File: src/rtl/char_loader_if.sv
// Byte-stream input, glyph BRAM write port and frame status of the glyph loader.
interface char_loader_if #(
  parameter int unsigned MEMWIDTH = 8
);
  logic                in_valid;
  logic                in_ready;
  logic [7:0]          in_data;
  logic                wr_en;
  logic [MEMWIDTH-1:0] waddr;
  logic [15:0]         wdata;
  logic                busy;
  logic                done;
  logic                err;
  logic [1:0]          err_code;

  modport master (
    output in_valid, in_data,
    input  in_ready, wr_en, waddr, wdata, busy, done, err, err_code
  );

  modport slave (
    input  in_valid, in_data,
    output in_ready, wr_en, waddr, wdata, busy, done, err, err_code
  );
endinterface

File: src/rtl/char_loader.sv
// Glyph BRAM writer: parses A5/ADDR/LEN/(HI,LO)*/CSUM frames into sequential 16-bit writes.
module char_loader #(
  parameter int unsigned MEMWIDTH = 8,
  parameter int unsigned TIMEOUT  = 1000
) (
  input logic          clk,
  input logic          rst,
  char_loader_if.slave bus
);

  typedef enum logic [2:0] {StIdle, StAddr, StLen, StDhi, StDlo, StCsum} state_e;

  state_e              state_q, state_d;
  logic [MEMWIDTH-1:0] addr_q, addr_d;
  logic [8:0]          cnt_q, cnt_d;
  logic [7:0]          sum_q, sum_d;
  logic [7:0]          hi_q, hi_d;
  logic [15:0]         idle_q, idle_d;
  logic                ready_q;
  logic                wr_en_q, wr_en_d;
  logic [MEMWIDTH-1:0] waddr_q, waddr_d;
  logic [15:0]         wdata_q, wdata_d;
  logic                busy_q;
  logic                done_q, done_d;
  logic                err_q, err_d;
  logic [1:0]          err_code_q, err_code_d;
  logic                accept;

  assign accept = bus.in_valid & ready_q;

  always_comb begin
    state_d    = state_q;
    addr_d     = addr_q;
    cnt_d      = cnt_q;
    sum_d      = sum_q;
    hi_d       = hi_q;
    idle_d     = idle_q;
    wr_en_d    = 1'b0;
    waddr_d    = waddr_q;
    wdata_d    = wdata_q;
    done_d     = 1'b0;
    err_d      = 1'b0;
    err_code_d = err_code_q;

    // An accepted byte always beats an expiring idle counter.
    if (state_q == StIdle || accept) begin
      idle_d = '0;
    end else if (idle_q == 16'(TIMEOUT - 1)) begin
      state_d    = StIdle;
      idle_d     = '0;
      err_d      = 1'b1;
      err_code_d = 2'd2;
    end else begin
      idle_d = idle_q + 16'd1;
    end

    if (accept) begin
      unique case (state_q)
        StIdle: begin
          if (bus.in_data == 8'hA5) state_d = StAddr;
        end
        StAddr: begin
          addr_d  = bus.in_data[MEMWIDTH-1:0];
          state_d = StLen;
        end
        StLen: begin
          cnt_d   = (bus.in_data == 8'h00) ? 9'd256 : {1'b0, bus.in_data};
          sum_d   = 8'h00;
          state_d = StDhi;
        end
        StDhi: begin
          hi_d    = bus.in_data;
          sum_d   = sum_q + bus.in_data;
          state_d = StDlo;
        end
        StDlo: begin
          sum_d   = sum_q + bus.in_data;
          cnt_d   = cnt_q - 9'd1;
          wr_en_d = 1'b1;
          wdata_d = {hi_q, bus.in_data};
          waddr_d = addr_q;
          addr_d  = addr_q + 1'b1;
          state_d = (cnt_q == 9'd1) ? StCsum : StDhi;
        end
        StCsum: begin
          if (bus.in_data == sum_q) begin
            done_d = 1'b1;
          end else begin
            err_d      = 1'b1;
            err_code_d = 2'd1;
          end
          state_d = StIdle;
        end
        default: state_d = StIdle;
      endcase
    end
  end

  always_ff @(posedge clk) begin
    if (rst) begin
      state_q    <= StIdle;
      addr_q     <= '0;
      cnt_q      <= '0;
      sum_q      <= '0;
      hi_q       <= '0;
      idle_q     <= '0;
      ready_q    <= 1'b0;
      wr_en_q    <= 1'b0;
      waddr_q    <= '0;
      wdata_q    <= '0;
      busy_q     <= 1'b0;
      done_q     <= 1'b0;
      err_q      <= 1'b0;
      err_code_q <= '0;
    end else begin
      state_q    <= state_d;
      addr_q     <= addr_d;
      cnt_q      <= cnt_d;
      sum_q      <= sum_d;
      hi_q       <= hi_d;
      idle_q     <= idle_d;
      ready_q    <= 1'b1;
      wr_en_q    <= wr_en_d;
      waddr_q    <= waddr_d;
      wdata_q    <= wdata_d;
      busy_q     <= (state_d != StIdle);
      done_q     <= done_d;
      err_q      <= err_d;
      err_code_q <= err_code_d;
    end
  end

  assign bus.in_ready = ready_q;
  assign bus.wr_en    = wr_en_q;
  assign bus.waddr    = waddr_q;
  assign bus.wdata    = wdata_q;
  assign bus.busy     = busy_q;
  assign bus.done     = done_q;
  assign bus.err      = err_q;
  assign bus.err_code = err_code_q;

endmodule

File: src/flat_wrapper.sv
// flat-port wrapper written by rule: the top's interface ports become plain ports
module char_loader_flat 
#(
  parameter int unsigned MEMWIDTH = 8,
  parameter int unsigned TIMEOUT  = 1000
)
  (clk, rst, bus_in_valid, bus_in_data, bus_in_ready, bus_wr_en, bus_waddr, bus_wdata, bus_busy, bus_done, bus_err, bus_err_code);
  char_loader_if #(.MEMWIDTH(MEMWIDTH)) bus_i ();
  input logic clk;
  input logic rst;
  input wire logic [$bits(bus_i.in_valid)-1:0] bus_in_valid;
  input wire logic [$bits(bus_i.in_data)-1:0] bus_in_data;
  output wire logic [$bits(bus_i.in_ready)-1:0] bus_in_ready;
  output wire logic [$bits(bus_i.wr_en)-1:0] bus_wr_en;
  output wire logic [$bits(bus_i.waddr)-1:0] bus_waddr;
  output wire logic [$bits(bus_i.wdata)-1:0] bus_wdata;
  output wire logic [$bits(bus_i.busy)-1:0] bus_busy;
  output wire logic [$bits(bus_i.done)-1:0] bus_done;
  output wire logic [$bits(bus_i.err)-1:0] bus_err;
  output wire logic [$bits(bus_i.err_code)-1:0] bus_err_code;
  assign bus_i.in_valid = bus_in_valid;
  assign bus_i.in_data = bus_in_data;
  assign bus_in_ready = bus_i.in_ready;
  assign bus_wr_en = bus_i.wr_en;
  assign bus_waddr = bus_i.waddr;
  assign bus_wdata = bus_i.wdata;
  assign bus_busy = bus_i.busy;
  assign bus_done = bus_i.done;
  assign bus_err = bus_i.err;
  assign bus_err_code = bus_i.err_code;
  char_loader #(.MEMWIDTH(MEMWIDTH), .TIMEOUT(TIMEOUT)) u_core (.clk(clk), .rst(rst), .bus(bus_i));
endmodule
File: config.mk
export PLATFORM = sky130hd
export DESIGN_NAME = char_loader_flat
export DESIGN_NICKNAME = d
export VERILOG_FILES = /design/src/rtl/char_loader_if.sv /design/src/rtl/char_loader.sv /design/src/flat_wrapper.sv
export SDC_FILE = /design/constraint.sdc
export NUM_CORES = 1
export LEC_CHECK = 0
export ABC_AREA = 0
export CAP_MARGIN = 20
export CORE_UTILIZATION = 54
export CTS_BUF_LIST = sky130_fd_sc_hd__clkbuf_16
export DETAILED_ROUTE_END_ITERATION = 10
export GPL_TIMING_DRIVEN = 1
export PLACE_DENSITY = 0.83
export SYNTH_ARGS = -nofsm -noshare
export SYNTH_HDL_FRONTEND = slang
export SYNTH_SLANG_ARGS = --single-unit
File: constraint.sdc
create_clock -name clk -period 2.35 [get_ports clk]
set_input_delay 0.47 -clock clk [delete_from_list [all_inputs] [get_ports clk]]
set_output_delay 0.47 -clock clk [all_outputs]
set_load 0.02 [all_outputs]
==> impl_metrics.env <==
export IMPL_worstHoldStart="u_core.bus.err_code[1]"
export IMPL_crit_fanout=2
export IMPL_fin_worst_skew_ps=9.37
export IMPL_vias=3750
export IMPL_fillerInstances=525
export IMPL_grt_start_max_net_pins=32
export IMPL_powerDensity_nw_per_um2=657
export IMPL_wl_per_cell_um=15.5
export IMPL_grt_overflow_total=0
export IMPL_die_width_um=86.9
export IMPL_dr_first_iter_drc_count=369
export IMPL_ant_nets=0
export IMPL_fin_crit_ps=2190
export IMPL_grt_total_usage_pct=27.9
export IMPL_critPathRequiredTime_ps=2600
export IMPL_cts_tree="yes"
export IMPL_die_y_um=86.9
export IMPL_portBuffers=41
export IMPL_clk_latency_ps=340
export IMPL_ctsResizeCount=0
export IMPL_timing_fmax_mhz=456
export IMPL_yosys_area_top_type_share_pct=42.6
export IMPL_finalWirelength_mm=9.96
export IMPL_cts_sinks=83
export IMPL_cap_violations=0
export IMPL_antennaDiodeCount=0
export IMPL_hold_end="u_core.bus.err_code[1]"
export IMPL_wl_met1_mm=4.36
export IMPL_ys_ff_latch=83
export IMPL_min_period_over_period_pct=93.2
export IMPL_synth_cell_types=56
export IMPL_wl_met2_mm=4.73
export IMPL_h_tree_depth=3
export IMPL_p_leak_uw=0.00173
export IMPL_setup_worst_path_class="primary input to flop"
export IMPL_postCtsSetupRepairBufs=0
export IMPL_finalHoldViolations=0
export IMPL_io_pins=42
export IMPL_worst_pin_slew_ps=595
export IMPL_antenna_found_initial=0
export IMPL_reg2reg_from="u_core.sum_q[0]"
export IMPL_worstHoldPathCells=2
export IMPL_grt_pass1_vias=3525
export IMPL_reg2reg_slack_ps=480
export IMPL_yosys_area_top_type="dfxtp_1"
export IMPL_drc=0
export IMPL_synthesis_nets=515
export IMPL_place_gp_congestion=0.894
export IMPL_drive_above_1_share_pct=9.16
export IMPL_crit_start="bus_in_data[0]"
export IMPL_synthFlopType="dfxtp_1"
export IMPL_yosysSeqAreaShare_pct=42.6
export IMPL_syn_instance_count=492
export IMPL_holdWs_ps=450
export IMPL_arrival_ps=2440
export IMPL_avgSynthCellArea_um2=7.92
export IMPL_met3_length_um=751
export IMPL_dp_cells=626
export IMPL_clock_path_buffers=2
export IMPL_root_buffer="clkbuf_16"
export IMPL_area_delta_synth_final_pct=24.7
export IMPL_dp_hpwl_mm=6.75
export IMPL_min_path_type="flop to flop"
export IMPL_rows=30
export IMPL_first_pass_iters=5
export IMPL_cts_hold_fix_buffers=0
export IMPL_power_total_uw=3190
export IMPL_yosysMostFrequentCell="nand2_1"
export IMPL_core_area_um2=6870
export IMPL_fin_cells=642
export IMPL_cp_start_kind="primary input"
export IMPL_grt_setup_unrepaired="false"
export IMPL_grt_pass1_wl_mm=16.4
export IMPL_r2r_end="u_core.sum_q[6]"
export IMPL_slew_headroom_pct=60.2
export IMPL_ir_drop_v=0.000483
export IMPL_viasPerCell=5.84
export IMPL_end_kind="flop"
export IMPL_start_util_pct=56.7
export IMPL_dieArea_um2=7560
export IMPL_reg2reg_depth=7
export IMPL_async_reset_ff_share_pct=0
export IMPL_netlist_area_um2=3900
export IMPL_nets=564
export IMPL_drv_slew=0
export IMPL_highest_layer="met4"
export IMPL_yosysWarnings=0
export IMPL_finalSetupViolations=0
export IMPL_status="finished, final reports clean"
export IMPL_path_clk_slew_ps=60
export IMPL_synth_edf_count=0
export IMPL_synth_area_leaders="dfxtp_1 43%, nand2_1 9.6%, a21oi_1 7.7%"
export IMPL_cts_buffers=9
export IMPL_synthTopCellsByCount="100 x nand2_1, 83 x dfxtp_1, 60 x a21oi_1"
metal layers:
layer	track usage, %	up-vias
met1	36.0	1754
met5	0	-
li1	-	1820
met3	6.16	16
met4	10.3	0
met2	45.6	160
area by class of cell:
type,instances,area [um^2],area share [%]
tap,96,120,2.47
multi-input combinational,373,2080,42.8
sequential,83,1660,34.2
inverter,6,22.5,0.463
timing repair buffer,68,621,12.8
clock inverter,7,128,2.63
clock buffer,9,225,4.63
metrics by stage:
stage                     instance area (um^2)  setup WS (ps)  TNS [ps]  utilization, %
after floorplan                           3900            437         0               -
after global placement                    4510          -79.1      -112            65.6
after detailed placement                  4510           -162      -330            65.6
after CTS                                 4860            161         0            70.7
after global routing                      4860           77.4         0            70.7
final                                     4860            159         0            70.7
flip-flops by register name (all words and copies together) (netlist names):
signal	count
u_core.addr_q	8
u_core.bus.busy	1
u_core.bus.done	1
u_core.bus.err	1
u_core.bus.err_code	2
u_core.bus.in_ready	1
u_core.bus.waddr	8
u_core.bus.wdata	16
u_core.bus.wr_en	1
u_core.cnt_q	9
u_core.hi_q	8
u_core.idle_q	16
u_core.state_q	3
u_core.sum_q	8
power by group:
| part | switching (uW) | internal (uW) | total, uW |
|---|---|---|---|
| combinational | 69.9 | 46.4 | 116 |
| sequential | 0.698 | 1410 | 1410 |
| clock | 610 | 1060 | 1670 |
| total | 680 | 2510 | 3190 |
kinds of logic after synthesis:
group,after synthesis,share of synthesized area [%]
and+or+nand+nor,224,26.8
AOI/OAI and AO/OA,116,17.9
DFF,83,42.6
buffers and inverters,36,3.92
xor gates and xnor gates,21,4.72
adders and majority gates,12,4.05
worst max path at each step:
stage | end | slack [ps] | cells after the start
2_1_floorplan | u_core.sum_q[6] | 440 | 7
3_3_place_gp | u_core.sum_q[6] | -80 | 8
3_5_place_dp | u_core.sum_q[6] | -160 | 8
4_1_cts | u_core.sum_q[6] | 160 | 8
5_1_grt | u_core.sum_q[6] | 80 | 8
6_report | u_core.sum_q[6] | 160 | 8
worst max-delay path, cell delays in order:
cell             delay (ps)
clkdlybuf4s50_1         460
ha_1                    250
fa_1                    410
a21o_1                  180
a21oi_1                 210
o21ai_0                 140
xnor2_1                 140
o31ai_1                 180
layout by cell type (no fill, tap or decap), drive strengths merged, types with 6 or more instances in the layout:
| master | netlist | routed |
|---|---|---|
| nand4 | 7 | 7 |
| a21oi | 60 | 60 |
| buf | 12 | 28 |
| clkdlybuf4s50 | 0 | 40 |
| nand3 | 17 | 17 |
| nor2 | 46 | 46 |
| xnor2 | 12 | 12 |
| and2 | 6 | 6 |
| ha | 11 | 11 |
| or4 | 6 | 6 |
| dfxtp | 83 | 83 |
| clkbuf | 18 | 9 |
| o21ai | 19 | 19 |
| nor3 | 13 | 13 |
| inv | 6 | 10 |
| nand2 | 101 | 101 |
| and3 | 7 | 7 |
| xor2 | 9 | 9 |
Note: power is estimated with default switching activity, not from simulation.
==> variant 1, RTL diff (same flow settings) <==
`wdata_q` no longer has a reset.
--- a/src/rtl/char_loader.sv
+++ b/src/rtl/char_loader.sv
@@ -107,7 +107,6 @@
       ready_q    <= 1'b0;
       wr_en_q    <= 1'b0;
       waddr_q    <= '0;
-      wdata_q    <= '0;
       busy_q     <= 1'b0;
       done_q     <= 1'b0;
       err_q      <= 1'b0;
@@ -122,12 +121,15 @@
       ready_q    <= 1'b1;
       wr_en_q    <= wr_en_d;
       waddr_q    <= waddr_d;
-      wdata_q    <= wdata_d;
       busy_q     <= (state_d != StIdle);
       done_q     <= done_d;
       err_q      <= err_d;
       err_code_q <= err_code_d;
     end
+  end
+
+  always_ff @(posedge clk) begin
+    wdata_q <= wdata_d;
   end
 
   assign bus.in_ready = ready_q;
Formal check against the unedited RTL: differs if rst is asserted again (counterexample within 10 cycles, from zero or initial values and one cycle with rst high); with rst held inactive, the same outputs for 10 cycles.
==> variant 1 against the original RTL <==
  * Worst setup slack improved by 0.031 ns
  * Total power fell by 8.8%
  * Routed wire length fell by 11%
  * Sequential power rose by 3%
  * Final area fell by 3.3%
  * Non-clock buffer count rose by 1
  * Cell count fell by 11%
  * Clock skew fell by 0.0029 ns
  * Area after synthesis fell by 3.8%
  * Sequential cell count did not move
  * Largest cell class unchanged
  * Largest power group is now sequential cells
==> variant 1: results (changes against the original RTL) <==
Placement:
- The pre-CTS worst setup slack was -0.0935 ns (+0.0688 ns).
- The routability-driven placement congestion ratio was 0.865 (-3.3%).
- The count of placed standard cells including taps was 555 (-11%).

Final layout:
- The number of cells in the finished layout apart from fillers is 571 (-11%).
- The final-stage net count was 512 (-9.2%).
- The fraction of final layout cells with drive strength greater than 1 is 10.5% (+1.4 points).
- The count of filler cells inserted in the layout is 465 (-11%).

Outcome:
- The run finished with clean final reports.

Power and ir drop:
- The static leakage is 1.73 nW (+0.11%).
- The worst IR drop on VDD was 0.443 mV (-8.2%).
- The switching share of power was 23.3% (+1.9 points).

Global route:
- The global-route wire length before repair is 14.8 mm (-9.8%).
- The number of global-route vias before repair is 3135 (-11%).
- The overall fraction of global-route tracks in use came to 26.1% (-1.7 points).
- The maximum number of pins on one net before global-route repair is 29 (-9.4%).

Drt:
- The initial detailed-routing violation count is 172 (-53%).
- The average via count per standard cell is 5.92 (+1.3%).

Logic synthesis:
- The post-synthesis compound-gate area fraction is 17.1% (-0.80 points).
- The count of distinct cell types in the synthesized netlist came to 53 (-5.4%).
- The post-synth net total came to 448 (-13%).
- The commonest cells after synthesis are 71 x nand2_1, 67 x dfxtp_1, 42 x nor2_1.
- By area the synthesized netlist is led by dfxtp_1 36%, edfxtp_1 13%, nand2_1 7.1%.
- The number of instances in the synthesized netlist is 425 (-14%).

Critical path:
- The stage delay of the slowest cell on the critical path is 0.44 ns (-0.02 ns).
- The signal arrival time at the worst endpoint is 2.42 ns (-0.02 ns).

Timing:
- The worst clock skew is 0.00650 ns (-0.00287 ns).
variant 1: cell types whose count changed in the layout (fill, tap and decap cells not counted), sizes merged, moves of 5 or more:
| cell | before | now |
|---|---|---|
| clkinv | 0 | 5 |
| edfxtp | 0 | 16 |
| a21o | 2 | 7 |
| dfxtp | 83 | 67 |
| nand2 | 101 | 71 |
| a21oi | 60 | 40 |
variant 1: power groups by stage:
stage               logic (mW)  clock network [mW]  registers (mW)
global placement         0.118                   0            1.48
floorplan               0.0506                   0            1.48
detailed placement       0.120                   0            1.48
global route             0.132                1.40            1.45
CTS                      0.121                1.35            1.45
finish                   0.122                1.34            1.45
variant 1: path summary, 6_finish.rpt:
kind | startpoint | end | slack (ns) | cells past startpoint
setup reg to reg | u_core.cnt_q[0] | u_core.cnt_q[7] | 0.31 | 5
setup / recovery | bus_in_data[0] | u_core.sum_q[6] | 0.19 | 8
hold reg to reg | u_core.hi_q[3] | u_core.bus.wdata[11] | 0.43 | 0
hold / removal | u_core.hi_q[3] | u_core.bus.wdata[11] | 0.43 | 0
variant 1: cell type report:
class	instances	area share, %
Tap cell	77	2.05
Sequential cell	83	38.8
Timing Repair Buffer	69	13.5
Clock buffer	9	4.79
Multi-Input combinational cell	318	39.0
Inverter	8	0.639
Clock inverter	7	1.28
variant 1: cell families (layout without fill, tap and decap cells):
| group | after synthesis | in the layout |
|---|---|---|
| compound gates | 101 | 101 |
| xor+xnor | 20 | 20 |
| fa+ha+maj | 12 | 12 |
| buf+inv | 24 | 93 |
| flops | 83 | 83 |
| simple gates | 185 | 185 |
variant 1: per-layer routing:
metal | share of wire [%] | vias up | track usage (%)
li1 | - | 1652 | -
met1 | 43 | 1585 | 32.7
met2 | 49 | 119 | 44.4
met3 | 5.8 | 22 | 5.84
met4 | 2.1 | 0 | 9.55
met5 | 0 | - | 0
==> variant 2, RTL diff (same flow settings) <==
Made on the original files. `MEMWIDTH` is set to 8 in 3 places; all go to 7.
--- a/src/rtl/char_loader_if.sv
+++ b/src/rtl/char_loader_if.sv
@@ -1,6 +1,6 @@
 // Byte-stream input, glyph BRAM write port and frame status of the glyph loader.
 interface char_loader_if #(
-  parameter int unsigned MEMWIDTH = 8
+  parameter int unsigned MEMWIDTH = 7
 );
   logic                in_valid;
   logic                in_ready;
--- a/src/rtl/char_loader.sv
+++ b/src/rtl/char_loader.sv
@@ -1,6 +1,6 @@
 // Glyph BRAM writer: parses A5/ADDR/LEN/(HI,LO)*/CSUM frames into sequential 16-bit writes.
 module char_loader #(
-  parameter int unsigned MEMWIDTH = 8,
+  parameter int unsigned MEMWIDTH = 7,
   parameter int unsigned TIMEOUT  = 1000
 ) (
   input logic          clk,
--- a/src/flat_wrapper.sv
+++ b/src/flat_wrapper.sv
@@ -1,7 +1,7 @@
 // flat-port wrapper written by rule: the top's interface ports become plain ports
 module char_loader_flat 
 #(
-  parameter int unsigned MEMWIDTH = 8,
+  parameter int unsigned MEMWIDTH = 7,
   parameter int unsigned TIMEOUT  = 1000
 )
   (clk, rst, bus_in_valid, bus_in_data, bus_in_ready, bus_wr_en, bus_waddr, bus_wdata, bus_busy, bus_done, bus_err, bus_err_code);
Ports: changed (resized bus_waddr); port bits go from 42 to 41. No check against the original RTL was run, so the function may have changed too.
==> variant 2 against the original RTL <==
  * Routed wire length is 3.6% lower
  * Worst setup slack worse by 0.011 ns
  * Final area down 3.9%
  * Synthesized cell count is 6.9% lower
  * Die area fell by 3.3%
  * Total power down 12%
  * Sequential cell count fell by 2
  * Area after synthesis is 3.4% lower
  * Cell count down 6.4%
  * Critical path type unchanged
  * Critical endpoint unchanged
  * Largest cell class unchanged
  * Highest routed layer unchanged
==> variant 2: results (changes against the original RTL) <==
Outcome:
- The flow ran to the end, and the final reports show no timing, DRC or antenna violations.

Final layout:
- The number of cells in the finished layout apart from fillers is 601 (-6.4%).
- The fraction of final layout cells with drive strength greater than 1 was 10.9% (+1.8 points).

Placement:
- The pre-CTS worst setup slack is -0.164 ns (-0.00163 ns).
- The standard cell area after detailed placement is 4390 sq um (-2.6%).
- The count of buffers inserted at the top-level ports came to 40 (-2.4%).
- The count of placed standard cells including taps came to 585 (-6.5%).

Worst hold path:
- The worst hold path belongs to the class in -> reg.

Global route:
- The overall fraction of global-route tracks in use is 27.5% (-0.31 points).
- The global-route met1 utilization is 34.2% (-1.7 points).
- The global-route track usage on met2 is 46.3% (+0.66 points).
- The global-route wire length before repair is 15.7 mm (-4.5%).
- The number of global-route vias before repair came to 3317 (-5.9%).
- The met3 capacity usage during global routing was 6.26% (+0.095 points).

Critical path:
- The setup slack on the worst flop-to-flop path came to 0.38 ns (-0.10 ns).
- The depth of the most critical reg-to-reg path is 6 (-1).
- The worst register-to-register path begins at u_core.sum_q[1].
- The stage delay of the slowest cell on the critical path is 0.42 ns (-0.04 ns).

Drt:
- The amount of wire on met3 after detailed routing is 578 um (-23%).
- The detailed-router iteration count before antenna repair is 4 (-1).
- The average via count per standard cell is 5.77 (-1.2%).
- The routed length on met1 is 3.98 mm (-8.5%).
- The initial detailed-routing violation count is 355 (-3.8%).

Timing:
- The worst hold-check slack is 0.379 ns (-0.0713 ns).
- The transition time at the pin with the least slew margin is 0.706 ns (+0.111 ns).

Logic synthesis:
- The count of distinct cell types in the synthesized netlist came to 52 (-7.1%).
- The mux contribution to synthesized area is 2.13% (+2.1 points).
- The mean post-synth cell area came to 8.22 sq um (+3.8%).
- The synthesized-area fraction occupied by xor and xnor cells is 4.89% (+0.16 points).
## variant 2: cell count changes in the layout (fill, tap and decap cells not counted), sizes merged, moves of 4 or more
cell / change
nor2: +10
nand4: -4
or4: -5
nor3: -4
nand2: -19
buf: +5
mux2i: +8
a211oi: +6
a21oi: -12
## variant 2: area by class of cell
| cell class | count | area (sq um) |
|---|---|---|
| clock buffer | 9 | 225 |
| tap | 80 | 100 |
| multi-input combinational | 346 | 1990 |
| fill | 528 | 2090 |
| clock inverter | 7 | 55.1 |
| sequential | 81 | 1620 |
| timing repair buffer | 72 | 661 |
| inverter | 6 | 22.5 |
## variant 2: logic make-up (layout without fill, tap and decap cells)
logic type,Yosys count,after routing
compound gates,98,98
xor+xnor,21,21
fa+ha+maj,12,12
buf+inv,31,94
flops,81,81
mux,8,8
simple gates,207,207
## variant 2: power by group
part	leakage (nW)	switching [mW]	internal (mW)
clock	0.132	0.581	0.724
sequential	0.652	0.000867	1.37
combinational	0.892	0.0698	0.0506
total	1.68	0.652	2.15
